## src/rtl/clean_session_ctrl.sv

```systemverilog
// -----------------------------------------------------------------------------
// clean_session_ctrl
//
// Initiator side of the hood self-clean interface. A debounced clean request
// is checked against the power/idle preconditions, then clean_mode_sel is
// raised towards the self-clean countdown block. The returned countdown and
// done flag are supervised:
//   - mode_sel is dropped on the same edge that samples clean_timer==1, so the
//     countdown block finishes without reloading;
//   - the done flag must follow on the next sample, otherwise FAULT;
//   - a stuck responder (timer stays 0 in START) or an overlong session
//     (watchdog over START+RUN) also ends in FAULT.
// Successful completion pulses done_pulse and sounds the buzzer until it is
// acknowledged or ALERT_CYCLES have elapsed.
//
// Ports
//   clk            in   system clock
//   rst            in   synchronous reset, active-high
//   clean_btn      in   1-cycle pulse, user requests self-clean
//   cancel_btn     in   1-cycle pulse, user aborts session
//   ack_btn        in   1-cycle pulse, silences buzzer / clears fault
//   power_on       in   hood powered
//   hood_idle      in   fan and light off
//   clean_timer    in   countdown from the self-clean block (seconds)
//   clean_done     in   completion flag from the self-clean block
//   clean_mode_sel out  mode select to the self-clean block
//   remaining      out  clean_timer (one cycle late) in START/RUN, else 0
//   busy           out  high in START, RUN, FINISH
//   buzzer         out  completion alert
//   fault          out  high in FAULT
//   done_pulse     out  1-cycle pulse on successful completion
//   reject_pulse   out  1-cycle pulse when clean_btn is refused
// All outputs are registered.
// -----------------------------------------------------------------------------
module clean_session_ctrl #(
  parameter int WATCHDOG_CYCLES = 200,
  parameter int START_LIMIT     = 4,
  parameter int ALERT_CYCLES    = 5,
  parameter int DATA_W          = 8
) (
  input  logic              clk,
  input  logic              rst,
  input  logic              clean_btn,
  input  logic              cancel_btn,
  input  logic              ack_btn,
  input  logic              power_on,
  input  logic              hood_idle,
  input  logic [DATA_W-1:0] clean_timer,
  input  logic              clean_done,
  output logic              clean_mode_sel,
  output logic [DATA_W-1:0] remaining,
  output logic              busy,
  output logic              buzzer,
  output logic              fault,
  output logic              done_pulse,
  output logic              reject_pulse
);

  localparam int WD_W = $clog2(WATCHDOG_CYCLES + 1);
  localparam int SL_W = $clog2(START_LIMIT + 1);
  localparam int AL_W = $clog2(ALERT_CYCLES + 1);

  typedef enum logic [2:0] {
    S_IDLE   = 3'd0,
    S_START  = 3'd1,
    S_RUN    = 3'd2,
    S_FINISH = 3'd3,
    S_ALERT  = 3'd4,
    S_FAULT  = 3'd5
  } state_t;

  state_t state;
  state_t state_nxt;

  logic [WD_W-1:0] wd_cnt;
  logic [SL_W-1:0] start_cnt;
  logic [AL_W-1:0] alert_cnt;

  logic abort;
  logic wd_expired;
  logic start_expired;
  logic alert_expired;
  logic active_now;
  logic active_nxt;

  logic              mode_sel_d;
  logic [DATA_W-1:0] remaining_d;
  logic              busy_d;
  logic              buzzer_d;
  logic              fault_d;
  logic              done_pulse_d;
  logic              reject_pulse_d;

  // Each counter holds the number of completed cycles already spent, so the
  // limit fires on the sample that would complete the N-th cycle.
  assign abort         = cancel_btn | ~power_on;
  assign wd_expired    = (wd_cnt    >= WD_W'(WATCHDOG_CYCLES - 1));
  assign start_expired = (start_cnt >= SL_W'(START_LIMIT - 1));
  assign alert_expired = (alert_cnt >= AL_W'(ALERT_CYCLES - 1));
  assign active_now    = (state == S_START) || (state == S_RUN);
  assign active_nxt    = (state_nxt == S_START) || (state_nxt == S_RUN);

  // Next-state logic. In START/RUN the order is abort, watchdog, then the
  // normal handshake, so cancel beats clean_timer==1 in the same cycle.
  always_comb begin
    state_nxt = state;
    unique case (state)
      S_IDLE: begin
        if (clean_btn && power_on && hood_idle) begin
          state_nxt = S_START;
        end
      end
      S_START: begin
        if (abort) begin
          state_nxt = S_IDLE;
        end else if (wd_expired) begin
          state_nxt = S_FAULT;
        end else if (clean_timer != '0) begin
          state_nxt = S_RUN;
        end else if (start_expired) begin
          state_nxt = S_FAULT;
        end
      end
      S_RUN: begin
        if (abort) begin
          state_nxt = S_IDLE;
        end else if (wd_expired) begin
          state_nxt = S_FAULT;
        end else if (clean_timer == DATA_W'(1)) begin
          state_nxt = S_FINISH;
        end
      end
      S_FINISH: begin
        state_nxt = clean_done ? S_ALERT : S_FAULT;
      end
      S_ALERT: begin
        if (ack_btn || alert_expired) begin
          state_nxt = S_IDLE;
        end
      end
      S_FAULT: begin
        if (ack_btn) begin
          state_nxt = S_IDLE;
        end
      end
      default: state_nxt = S_IDLE;
    endcase
  end

  // Output logic: the registered outputs describe the state being entered,
  // which makes mode_sel drop on the very edge that sees clean_timer==1.
  always_comb begin
    mode_sel_d     = active_nxt;
    remaining_d    = active_nxt ? clean_timer : '0;
    busy_d         = active_nxt || (state_nxt == S_FINISH);
    buzzer_d       = (state_nxt == S_ALERT);
    fault_d        = (state_nxt == S_FAULT);
    done_pulse_d   = (state == S_FINISH) && (state_nxt == S_ALERT);
    reject_pulse_d = (state == S_IDLE) && clean_btn && (state_nxt == S_IDLE);
  end

  // State, counter and output registers
  always_ff @(posedge clk) begin
    if (rst) begin
      state          <= S_IDLE;
      wd_cnt         <= '0;
      start_cnt      <= '0;
      alert_cnt      <= '0;
      clean_mode_sel <= 1'b0;
      remaining      <= '0;
      busy           <= 1'b0;
      buzzer         <= 1'b0;
      fault          <= 1'b0;
      done_pulse     <= 1'b0;
      reject_pulse   <= 1'b0;
    end else begin
      state <= state_nxt;

      // Watchdog spans START and RUN; any entry into START comes from
      // outside that pair, so it always starts from zero.
      if (active_now && active_nxt) begin
        if (wd_cnt < WD_W'(WATCHDOG_CYCLES)) begin
          wd_cnt <= wd_cnt + 1'b1;
        end
      end else begin
        wd_cnt <= '0;
      end

      if ((state == S_START) && (state_nxt == S_START)) begin
        if (start_cnt < SL_W'(START_LIMIT)) begin
          start_cnt <= start_cnt + 1'b1;
        end
      end else begin
        start_cnt <= '0;
      end

      if ((state == S_ALERT) && (state_nxt == S_ALERT)) begin
        if (alert_cnt < AL_W'(ALERT_CYCLES)) begin
          alert_cnt <= alert_cnt + 1'b1;
        end
      end else begin
        alert_cnt <= '0;
      end

      clean_mode_sel <= mode_sel_d;
      remaining      <= remaining_d;
      busy           <= busy_d;
      buzzer         <= buzzer_d;
      fault          <= fault_d;
      done_pulse     <= done_pulse_d;
      reject_pulse   <= reject_pulse_d;
    end
  end

endmodule
```

## config.mk

```make
export PLATFORM = sky130hd
export DESIGN_NAME = clean_session_ctrl
export DESIGN_NICKNAME = d
export VERILOG_FILES = /design/src/rtl/clean_session_ctrl.sv
export SDC_FILE = /design/constraint.sdc
export NUM_CORES = 1
export LEC_CHECK = 0
export BUFFER_PORTS_ARGS = -buffer_cell sky130_fd_sc_hd__buf_2
export CAP_MARGIN = 5
export CORE_ASPECT_RATIO = 0.7
export CORE_UTILIZATION = 45
export CTS_BUF_LIST = sky130_fd_sc_hd__clkbuf_8
export CTS_CLUSTER_SIZE = 14
export DETAILED_ROUTE_END_ITERATION = 7
export PLACE_DENSITY = 0.71
export SETUP_SLACK_MARGIN = 0.4
export SLEW_MARGIN = 20
export SYNTH_ARGS = -nofsm -noshare
export SYNTH_HDL_FRONTEND = slang
export SYNTH_SLANG_ARGS = --single-unit
```

## constraint.sdc

```tcl
create_clock -name clk -period 2.31 [get_ports clk]
set_clock_uncertainty 0.15 [all_clocks]
set_input_delay 0.3465 -clock clk [delete_from_list [all_inputs] [get_ports clk]]
set_output_delay 0.3465 -clock clk [all_outputs]
set_load 0.02 [all_outputs]
```

* After elaboration in Yosys (flattened, before gate mapping)
Cells that the tools add are included.
Cells by class: $add $sub $neg 3, $lt $le $gt $ge 6, eq/ne operators 11, multiplexer cells 12, bitwise operators 6, reductions and logical operators 19
Operators by type and width (number):
- 3-bit two-way mux | 10
- 3-bit one-hot mux with 6 select lines | 1
- 3-bit by 2-bit equality test with 1-bit output (second input constant) | 4
- 3-bit equality test (second input constant) | 4
- 8-bit by 1-bit adder with 8-bit output (second input constant) | 1
- 8-bit by 1-bit equality test with 1-bit output (second input constant) | 1
- 8-bit >= comparator (second input constant) | 1
- 1-bit logical AND | 8
- 8-bit less-than comparator (second input constant) | 1
- 8-bit nonzero test | 1
- 2-bit OR reduction | 4
- 3-bit by 1-bit adder with 3-bit output (second input constant) | 2
- 3-bit by 1-bit equality test with 1-bit output (second input constant) | 2
- 3-bit zero test | 2
- 3-bit less-than comparator (second input constant) | 2
- 1-bit inverter | 5
- 1-bit logical OR | 4
- 3-bit by 2-bit >= comparator with 1-bit output (second input constant) | 1
- 3-bit >= comparator (second input constant) | 1
- 1-bit two-way mux | 1
- 1-bit bitwise OR | 1
Storage, ports and cells: bits in registers 31, input bits 16, output and inout port bits 14

* Logic depth before layout (Yosys ltp)
Gate-level depths: netlist of run 1.
depth in word-level cells 11, mapped depth 8

* Least setup slack after synthesis of run 1
No wires, ideal clock.
path type in2reg, from input port clean_timer[1], to register alert_cnt[0], arrival 2.107 ns, slack -0.025 ns, stages on the path 6, path through or4_4 > or4_1 > a21o_1 > buf_6 > a21o_1 > nor3_1
Between the ends: word-level cells in the longest chain between the ends 9
Ends and longest elaborated chain:
- start: declaration | RTL line 48 | input logic [DATA_W-1:0] clean_timer,
- 8-bit by 1-bit equality test with 1-bit output / 8-bit nonzero test (equally long branches) | RTL line 129, 118
- 3-bit two-way mux (on tied branches) | RTL line 129, 118
- 3-bit two-way mux (on tied branches) | RTL line 127, 116
- 3-bit two-way mux (on tied branches) | RTL line 125, 114
- 3-bit one-hot mux with 6 select lines (*) | RTL line 107 | unique case (state)
- 3-bit equality test (*) | RTL line 197 | if ((state == S_ALERT) && (state_nxt == S_ALERT)) begin
- 1-bit logical AND (*) | RTL line 197
- 1-bit inverter (no source line) (*)
- 2-bit OR reduction (no source line) (*)
- end signal: assignment | RTL line 199 | alert_cnt <= alert_cnt + 1'b1;
- end: declaration | RTL line 77 | logic [AL_W-1:0] alert_cnt;
Mark *: on every way between the ends. The rest lies on a longest branch, timed or not. A chain may end at the register's enable or synchronous reset.

* Worst setup path in the final report of run 1
from input port clean_timer[0], to register alert_cnt[2]
The elaborated chain is that of the path after synthesis.

==> summary.md, run 1 <==
| Metric | Value |
|---|---|
| Pre-antenna DRT Iters | 4 |
| Final Cycle Share | 89.32% |
| First-iteration detailed-routing DRC count | slightly above 100 |
| Reg-to-reg slack, setup | 0.25 ns |
| Fmax achieved | 484.7 MHz |
| Setup Viol. Count Final | 0 |
| Most frequent cells in the layout | buf_2, dfxtp_1, nor2_1 |
| Syn Nets | about 170 |
| Drt drc | 0 |
| Post-synthesis mux area share | ~1.5% |
| Crit Path Category | input port to flop |
| Die width | slightly below 70 um |
| Post-Route WL | around 3.8 mm |
| Max-capacitance violation count | 0 |
| H-tree depth | 2 |
| Rows | 16 |
| Post-synthesis simple-gate area fraction | 30.56% |
| FF-to-FF End | alert_cnt[2]$_SDFFE_PP0N_ |
| CP top delay family | simple AND/OR/NAND/NOR gates |
| Post-route setup TNS | 0 ns |
| Die Ht | about 48 um |
| Worst-path cell chain | buf_6 > or4_4 > or4_4 > a21o_1 > a21o_4 > nor3_2 |
| PortBufs | 29 |
| CP max FO | 6 |
| XOR/XNOR share of the synthesized area | between 3 and 4% |
| Placement Setup Slack | -0.07857 ns |
| Crit path arrival time | about 2.1 ns |
| Total track usage | around a quarter |
| Post-synth EDFFs | 0 |
| Cell count after synthesis | 149 |
| Sequential share of the synthesized area | 45.93% |
| Nets | 215 |
| Initial antenna violation count | 0 |
| Total CTS buffers | 5 |
| Hold Worst Slack | 0.1294 ns |
| Most common cell after layout, fill and taps aside | buf_2 |
| Fin area | just under 2000 um2 |
| Max incr delay on CP | roughly 0.53 ns |
| Die area | approximately 3200 um2 |
| Antenna cells | 0 |
| Crit. Startpoint | clean_timer[0] |
| DP Area | roughly 1600 um2 |
| Largest family of logic cells by synthesized area | simple AND/OR/NAND/NOR gates |
| Final setup margin | between 0.2 and 0.25 ns |
| R2R Path Start | state[1]$_SDFF_PP0_ |
| Layout cells sized above 1 | 44.10% |
| RD Place Congestion | ~0.83 |
| FF+latch count, synth | 31 |
| PD cells | between 500 and 600 nW/um2 |
| Worst-Skew Late Latency | about 0.29 ns |
| Initial Utilization | approximately 48% |
| Worst Path Buf+Inv | 1 |
| Pin count of the biggest net entering global routing | 11 |
| Crit path capture | alert_cnt[2]$_SDFFE_PP0N_ |
| Synth Area in Compound Gates | about an eighth |
| Global-route wire length before repair | ~5.5 mm |
| Final Max Tran Viols | 0 |
| Min Clock Period, post-route | around 2.1 ns |
| Hold Path Class | input port to flop |
| Number of global-route vias before repair | roughly 1200 |
| Syn_area_per_cell | slightly above 9 um2 |
| ANT nets after route | 0 |
| CTS tree | yes |
| Startpoint types | input port |
| # IOs | 30 |
| Yosys warns | 0 |
| Worst hold start | clean_timer[1] |
| Hold Fails Final Rpt | 0 |
| Status | finished clean |
| Pleak | between 0.7 and 0.8 nW |
| Core ar. | between 2000 and 3000 um2 |
| Grt ovf | 0 |
| Detailed Place HPWL | 2.357 mm |
| Leading area contributor after synthesis | dfxtp_1 |
| CP required | 2.36 ns |
| Peak supply drop | around 0.37 mV |
| Top cell by count, worst path | or4_4 |
| Unrepaired setup endpoints after global routing | yes |
| Vias | between 1000 and 1500 |
| Adder-cell share of the synthesized area | 3.704% |
| Synth Cell Area | 1351 um2 |
| Worst path depth | 6 |
| CTS root buffer | clkbuf_8 |
| Top cells by area, synth | dfxtp_1, nor2_1, ha_1 |
| Relative max-transition margin | 70.18% |
| Vias per inst | between 5 and 6 |
| Worst Tran Pin Value | 0.4459 ns |
| Worst setup EP type | flop |
| Area growth syn-to-layout | 42.69% |
| Top-area cell type share of the netlist area | ~46% |
| Worst-path clk slew | 0.07 ns |
| Worst R2R Path Depth | 6 |
| Clk buf depth | 2 |
| Worst path slowest cell | or4_4 |
| Post-synth ARST share | 0% |
| Top FF cell, synth | dfxtp_1 |
| CTS sink cnt | 31 |
| DR WL/cell | roughly 17 um |
| Cell variety after synth | 40 |
Yosys cell counts, types with 2 or more instances:
cell type and instances:
a211o_1 2, a211oi_1 2, a21o_1 2, a21oi_1 4, a31oi_1 2, and3_1 3
clkbuf_1 2, dfxtp_1 31, ha_1 4, inv_1 3, mux2i_1 2, nand2_1 9
nand2b_1 3, nand3_1 8, nand3b_1 3, nand4_1 5, nor2_1 21, nor2b_1 5
nor3_1 8, nor3b_1 2, nor4_1 4, or4_1 2, xnor2_1 2, xor2_1 4
state kept, by name (all words and copies together) (netlist names):
register	flops
remaining	8
wd_cnt	8
alert_cnt	3
start_cnt	3
state	3
busy	1
buzzer	1
clean_mode_sel	1
done_pulse	1
fault	1
reject_pulse	1
logic make-up (layout without fill, tap and decap cells):
group / Yosys count / in the layout
and+or+nand+nor: 78 / 78
buffers and inverters: 6 / 52
xor gates and xnor gates: 6 / 6
AOI/OAI and AO/OA: 22 / 22
adders and majority gates: 4 / 4
DFF: 31 / 31
muxes: 2 / 2
how the worst min path moves through the flow:
stage,end,cells past startpoint,slack (ns)
floorplan,state[0]$_SDFF_PP0_,1,0.27
global placement,wd_cnt[1]$_SDFFE_PP0N_,2,0.36
detailed placement,wd_cnt[6]$_SDFFE_PP0N_,1,0.39
CTS,remaining[3]$_SDFF_PP0_,3,0.13
global route,remaining[1]$_SDFF_PP0_,3,0.12
finish,remaining[1]$_SDFF_PP0_,3,0.13
routing by layer:
| layer | share of wire (%) | vias up | GRT usage [%] |
|---|---|---|---|
| li1 | - | 639 | - |
| met5 | 0 | - | 0 |
| met3 | 8.0 | 18 | 7.143 |
| met1 | 41 | 635 | 29.32 |
| met2 | 46 | 76 | 39.01 |
| met4 | 4.8 | 0 | 18.72 |
what timing repair did:
action                                  CTS  global route
pin swaps                                10             8
hold buffers                              0             0
cloned                                    0             0
setup buffers                             4             0
endpoints found under the setup margin   30            30
resized for setup                        24            21
stage by stage:
stage | cells | total power, mW | util (%)
after floorplan | 149 | 0.5866 | -
after global placement | 220 | 0.6170 | 56.60
after detailed placement | 220 | 0.6186 | 56.60
after CTS | 231 | 1.050 | 64.94
after global routing | 231 | 1.096 | 68.31
final | 231 | 1.055 | 68.31
final cells by class:
class,count,area [um2]
clock buffers,6,82.58
clock inverters,1,5.005
fillers,204,894.6
inverters,3,11.26
multi-input cells,112,884.6
flip-flops and latches,31,630.6
well taps,36,45.04
repair buffers,42,269.0
worst register-to-register path, delay by kind of cell (launching register included):
kind	cells	cell delay, ns
compound gates	2	0.49
buf+inv	1	0.17
flops	1	0.35
simple gates	3	0.82
where the power goes:
part,switching [mW],internal (mW)
clock network,0.196,0.233
logic,0.0468,0.0368
registers,0.00224,0.539
(Power assumes the default switching activity.)
==> run 2, diff against run 1 <==
--- a/config.mk
+++ b/config.mk
@@ -8,11 +8,11 @@
 export BUFFER_PORTS_ARGS = -buffer_cell sky130_fd_sc_hd__buf_2
 export CAP_MARGIN = 5
 export CORE_ASPECT_RATIO = 0.7
-export CORE_UTILIZATION = 45
+export CORE_UTILIZATION = 50
 export CTS_BUF_LIST = sky130_fd_sc_hd__clkbuf_8
 export CTS_CLUSTER_SIZE = 14
 export DETAILED_ROUTE_END_ITERATION = 7
-export PLACE_DENSITY = 0.71
+export PLACE_DENSITY = 0.86
 export SETUP_SLACK_MARGIN = 0.4
 export SLEW_MARGIN = 20
 export SYNTH_ARGS = -nofsm -noshare
==> run 2 against run 1 <==
Hold slack about the same. Setup slack got worse by 0.083 ns. Critical path depth unchanged. First-iteration DRC count increased by 5.9%. Cell count increased by 3.5%. Count of clock-buffer cells in the layout increased by 1. Combinational power increased by 6.8%. Wire length increased by 3.0%. Design area increased by 2.8%. Sequential share of layout area decreased by 0.82 points.
==> summary.md, run 2 (same netlist as run 1, synthesis figures left out) <==
| Metric | Value |
|---|---|
| Hold Worst Slack | 0.1298 ns (+0.0003830 ns) |
| Die width | 64.14 um (-5.0%) |
| Post-route setup TNS | 0 ns (unchanged) |
| Switching Fraction | 22.31% (-0.94 points) |
| Post-Route WL | 3.953 mm (+3.0%) |
| Status | finished clean |
| Register Area | 631.9 um2 (+0.20%) |
| Total track usage | 26.37% (+1.6 points) |
| Crit path arrival time | 2.15 ns (+0.03 ns) |
| Drt drc | 0 (unchanged) |
| Worst-path clk slew | 0.06 ns (about the same) |
| Final Cycle Share | 92.91% (+3.6 points) |
| Max-capacitance violation count | 0 (unchanged) |
| Hold Path Class | input port to flop |
| Area growth syn-to-layout | 46.67% |
| Unrepaired setup endpoints after global routing | yes |
| Die area | 2918 um2 (-9.6%) |
| Pint | 0.8474 mW (+4.7%) |
| Crit Path Category | input port to flop |
| CP required | 2.32 ns (-0.04 ns) |
| Pre-antenna DRT Iters | 4 (unchanged) |
| Number of global-route vias before repair | 1250 (+4.3%) |
| Max incr delay on CP | 0.53 ns (about the same) |
| Clock share of power | 42.2% (+1.5 points) |
| Final Max Tran Viols | 0 (unchanged) |
| Grt ovf | 0 (unchanged) |
| Clk buf depth | 2 (unchanged) |
| Vias | 1407 (+2.9%) |
| Layout cells sized above 1 | 46.34% (+2.2 points) |
| Min Clock Period, post-route | 2.146 ns (+0.08279 ns) |
| PD cells | 550.3 nW/um2 (+0.62%) |
| First-iteration detailed-routing DRC count | 108 (+5.9%) |
| Relative max-transition margin | 69.59% (-0.58 points) |
| Fmax achieved | 466.0 MHz (-3.9%) |
| Initial antenna violation count | 0 (unchanged) |
| CTS sink cnt | 31 (unchanged) |
| Finished Core Util | 78.81% (+10 points) |
| CP max FO | 4 (-2) |
| Worst Tran Pin Value | 0.4552 ns (+0.009273 ns) |
| Most common cell after layout, fill and taps aside | buf_2 |
| P_sw | 0.2433 mW (-0.73%) |
| Detailed Place HPWL | 2.190 mm (-7.1%) |
| Die Ht | 45.50 um (-4.9%) |
| H-tree depth | 2 (unchanged) |
| Worst path slowest cell | or4_4 |
| Comb power frac | 8.2% (+0.3 points) |
| Global-route wire length before repair | 5.513 mm (+0.38%) |
| Vias per inst | 5.887 (-0.59%) |
| Total CTS buffers | 5 (unchanged) |
| CTS root buffer | clkbuf_8 |
| DR WL/cell | 16.54 um (-0.45%) |
| Most frequent cells in the layout | buf_2, dfxtp_1, buf_4 |
| Worst-Skew Late Latency | 0.29 ns (about the same) |
| Peak supply drop | 0.4511 mV (+21%) |
| Antenna cells | 0 (unchanged) |
| Worst setup EP type | flop |
| Initial Utilization | 53.73% (+5.9 points) |
| Nets | 224 (+4.2%) |
| Worst-path cell chain | buf_2 > or4_4 > a211o_1 > a21oi_2 > nor2b_1 > a2111oi_2 |
| Startpoint types | input port |
| CTS tree | yes |
| Setup Viol. Count Final | 0 (unchanged) |
| Pleak | 0.7972 nW (+6.5%) |
| # IOs | 30 (unchanged) |
| ANT nets after route | 0 (unchanged) |
| Core ar. | 2515 um2 (-11%) |
| Largest regs | remaining (8), wd_cnt (8) |
| Hold Fails Final Rpt | 0 (unchanged) |
| RD Place Congestion | 0.8682 (+4.8%) |
| # fillers | 162 (-21%) |
| Multi-input logic area | 852.1 um2 (-3.7%) |
| Reg power frac | 49.6% (-1.8 points) |
| Rows | 15 (-1) |
| PortBufs | 29 (unchanged) |
| Pin count of the biggest net entering global routing | 11 (unchanged) |
| Hold buffer count at cts | 0 (unchanged) |
## run 2: metrics by stage
stage / worst slack [ns] / power (mW) / instance area, um2 / cells
floorplan: 0.05247 / 0.5866 / 1360 / 149
global placement: -0.04677 / 0.6181 / 1603 / 219
detailed placement: -0.1542 / 0.6201 / 1603 / 219
CTS: 0.2246 / 1.082 / 1833 / 230
global route: 0.1373 / 1.125 / 1982 / 239
finish: 0.1639 / 1.091 / 1982 / 239
## run 2: power groups by stage
stage | clock, mW | sequential [mW] | combinational [mW]
final | 0.461 | 0.541 | 0.0893
after global placement | 0 | 0.554 | 0.0639
after global routing | 0.489 | 0.541 | 0.0948
after detailed placement | 0 | 0.555 | 0.0655
after CTS | 0.467 | 0.540 | 0.0744
after floorplan | 0 | 0.561 | 0.0255
## run 2: layout make-up
cell class,instances,area share [%]
flip-flops and latches,31,31.88
inverters,3,0.5682
clock buffers,7,4.861
repair buffers,51,17.36
well taps,34,2.146
clock inverters,1,0.1894
multi-input cells,112,42.99
## run 2: worst paths after layout
check / from / endpoint / slack, ns / cells after the start
max: clean_timer[7] / start_cnt[2]$_SDFFE_PP0N_ / 0.16 / 6
min: clean_timer[6] / remaining[6]$_SDFF_PP0_ / 0.13 / 3
max reg2reg: state[0]$_SDFF_PP0_ / start_cnt[2]$_SDFFE_PP0N_ / 0.17 / 5
min reg2reg: wd_cnt[0]$_SDFFE_PP0N_ / wd_cnt[0]$_SDFFE_PP0N_ / 0.43 / 2
## run 2: routing by layer
metal  wire length [um]  global-route usage [%]
met4                110                   18.22
met5                  0                       0
met2               1874                   43.62
met3                346                   9.750
met1               1621                   29.23
## run 2: worst max-delay path, delay by kind of cell
family / cells / cell delay [ns]
buffers and inverters: 1 / 0.11
AND/OR/NAND/NOR: 2 / 0.73
AO/OA/AOI/OAI: 3 / 0.96
## run 2: what timing repair did
action                                  in CTS  in global routing
gates cloned                                 0                  0
endpoints found under the setup margin      30                 29
pin swaps                                   14                 12
setup buffers                                3                  9
gates resized for setup                     25                 19
==> run 3, diff against run 2 <==
--- a/config.mk
+++ b/config.mk
@@ -8,11 +8,11 @@
 export BUFFER_PORTS_ARGS = -buffer_cell sky130_fd_sc_hd__buf_2
 export CAP_MARGIN = 5
 export CORE_ASPECT_RATIO = 0.7
-export CORE_UTILIZATION = 50
+export CORE_UTILIZATION = 43
 export CTS_BUF_LIST = sky130_fd_sc_hd__clkbuf_8
 export CTS_CLUSTER_SIZE = 14
 export DETAILED_ROUTE_END_ITERATION = 7
-export PLACE_DENSITY = 0.86
+export PLACE_DENSITY = 0.79
 export SETUP_SLACK_MARGIN = 0.4
 export SLEW_MARGIN = 20
 export SYNTH_ARGS = -nofsm -noshare
==> run 3 against run 2 <==
Setup slack better by 0.012 ns. Combinational power fell by 2.8%. Non-clock buffer count shrank 3. Critical endpoint unchanged. Maximum frequency increased by 0.57%.
==> summary.md, run 3 (same netlist as run 1, synthesis figures left out) <==
| Metric | Value |
|---|---|
| Die area | 3374 um2 (+16%) |
| Worst Tran Pin Value | 0.3675 ns (-0.08765 ns) |
| Initial antenna violation count | 0 (unchanged) |
| Final setup margin | 0.1761 ns (+0.01218 ns) |
| Dpl cells | 222 (+1.4%) |
| Multi-input logic area | 929.6 um2 (+9.1%) |
| Worst-Skew Late Latency | 0.27 ns (-0.02 ns) |
| Grt ovf | 0 (unchanged) |
| Total track usage | 22.47% (-3.9 points) |
| Worst R2R Path Depth | 8 (+3) |
| PortBufs | 29 (unchanged) |
| Reg-to-reg slack, setup | 0.22 ns (+0.05 ns) |
| Status | finished clean |
| DP Area | 1613 um2 (+0.62%) |
| First-iteration detailed-routing DRC count | 103 (-4.6%) |
| Most frequent cells in the layout | buf_2, dfxtp_1, nor2_1 |
| Fin area | 2031 um2 (+2.5%) |
| Tot Pwr | 1.017 mW (-6.8%) |
| Min Clock Period, post-route | 2.134 ns (-0.01218 ns) |
| Antenna cells | 0 (unchanged) |
| ANT nets after route | 0 (unchanged) |
| Pre-antenna DRT Iters | 4 (unchanged) |
| Nets | 221 (-1.3%) |
| CTS root buffer | clkbuf_8 |
| Initial Utilization | 46.87% (-6.9 points) |
| Hold Fails Final Rpt | 0 (unchanged) |
| Finished Core Util | 70.44% (-8.4 points) |
| CP required | 2.31 ns (about the same) |
| CTS sink cnt | 31 (unchanged) |
| Layout cells sized above 1 | 48.51% (+2.2 points) |
| RD Place Congestion | 0.8595 (-1.0%) |
| Die width | 69 um (+7.6%) |
| Crit path capture | start_cnt[2]$_SDFFE_PP0N_ |
| Hold Path Class | input port to flop |
| Vias per inst | 5.655 (-3.9%) |
| PD cells | 500.8 nW/um2 (-9.0%) |
| Largest regs | remaining (8), wd_cnt (8) |
| FF-to-FF End | start_cnt[2]$_SDFFE_PP0N_ |
| Most common cell after layout, fill and taps aside | buf_2 |
| Register Area | 638.1 um2 (+0.99%) |
| H-tree depth | 2 (unchanged) |
| # fillers | 216 (+33%) |
| Vias | 1346 (-4.3%) |
| Crit path arrival time | 2.13 ns (-0.02 ns) |
| Crit Path Category | input port to flop |
| Startpoint types | input port |
| Final std cells w/o fill | 238 (-0.42%) |
| Final Cycle Share | 92.38% (-0.53 points) |
| Core ar. | 2883 um2 (+15%) |
| Number of global-route vias before repair | 1373 (+9.8%) |
| Global-route wire length before repair | 5.989 mm (+8.6%) |
| Crit. Startpoint | clean_timer[4] |
| Setup Viol. Count Final | 0 (unchanged) |
| Drt drc | 0 (unchanged) |
| Total CTS buffers | 5 (unchanged) |
| Rows | 16 (+1) |
| Detailed Place HPWL | 2.402 mm (+9.7%) |
| DR WL/cell | 16.17 um (-2.2%) |
| Clk buf depth | 2 (unchanged) |
| Max-capacitance violation count | 0 (unchanged) |
| Final Max Tran Viols | 0 (unchanged) |
| Area growth syn-to-layout | 50.28% |
| Pleak | 0.8121 nW (+1.9%) |
| Fmax achieved | 468.6 MHz (+0.57%) |
| CP max FO | 4 (unchanged) |
| CTS tree | yes |
| Die Ht | 48.90 um (+7.5%) |
| Worst-path clk slew | 0.06 ns (about the same) |
| Worst setup EP type | flop |
| Relative max-transition margin | 75.39% (+5.8 points) |
| Post-Route WL | 3.848 mm (-2.7%) |
| R2R Path Start | start_cnt[0]$_SDFFE_PP0N_ |
| Peak supply drop | 0.5588 mV (+24%) |
| Pin count of the biggest net entering global routing | 11 (unchanged) |
| # IOs | 30 (unchanged) |
| Unrepaired setup endpoints after global routing | yes |
| Placement Setup Slack | -0.1297 ns (+0.02459 ns) |
run 3: cell count changes in the layout (fill, tap and decap cells not counted), moves of 2 or more:
cell      previous run  this run
nor2b_1              5         3
inv_1                3         5
clkbuf_8             7         5
nor4_2               3         0
dfxtp_1             26        21
dfxtp_2              3         8
nor2_1              15        17
buf_2               28        26
buf_6                5         8
nor2b_2              0         2
nor2_2               5         3
buf_4               17        14
nor4_4               0         3
run 3: what timing repair did:
action / in CTS / in global routing
hold buffers: 0 / 0
pin swaps: 9 / 11
cloned: 0 / 0
setup buffers: 5 / 3
endpoints found under the setup margin: 29 / 29
resized for setup: 26 / 36
run 3: critical path: stages:
cell and delay [ns]:
buf_6 0.10, or4_4 0.54, or4_4 0.53, o211a_1 0.14, o211ai_1 0.20, buf_4 0.21
a2111oi_4 0.06
run 3: layout make-up:
cell class                 count  area share (%)
sequential                    31           31.42
inverter                       3          0.5545
multi-input combinational    112           45.78
timing repair buffer          48           16.02
clock buffer                   5           3.389
clock inverter                 3          0.6161
tap                           36           2.218
run 3: metrics by stage:
| step | hold WS (ns) | TNS (ns) |
|---|---|---|
| after CTS | 0.1453 | 0 |
| after global placement | 0.3615 | 0 |
| after global routing | 0.1515 | 0 |
| after detailed placement | 0.3886 | -0.2206 |
| after floorplan | 0.2689 | 0 |
| final | 0.1515 | 0 |
run 3: power by group:
group | switching [mW] | total [mW] | internal (mW)
registers | 0.00201 | 0.540 | 0.538
clock network | 0.188 | 0.390 | 0.202
logic | 0.0474 | 0.0868 | 0.0394
run 3: per-layer routing:
layer	GRT usage, %	routed length (um)	up-vias
met5	0	0	-
met2	38.51	1939	48
li1	-	-	648
met4	10.20	121	0
met1	26.03	1568	638
met3	6.612	219	12
run 3: how the worst min path moves through the flow:
stage,endpoint,start,slack (ns),depth (start not counted)
2_1_floorplan,state[0]$_SDFF_PP0_,rst,0.27,1
3_3_place_gp,wd_cnt[1]$_SDFFE_PP0N_,wd_cnt[1]$_SDFFE_PP0N_,0.36,2
3_5_place_dp,wd_cnt[1]$_SDFFE_PP0N_,wd_cnt[1]$_SDFFE_PP0N_,0.39,2
4_1_cts,remaining[4]$_SDFF_PP0_,clean_timer[4],0.15,3
5_1_grt,remaining[1]$_SDFF_PP0_,clean_timer[1],0.15,3
6_report,remaining[4]$_SDFF_PP0_,clean_timer[4],0.15,3
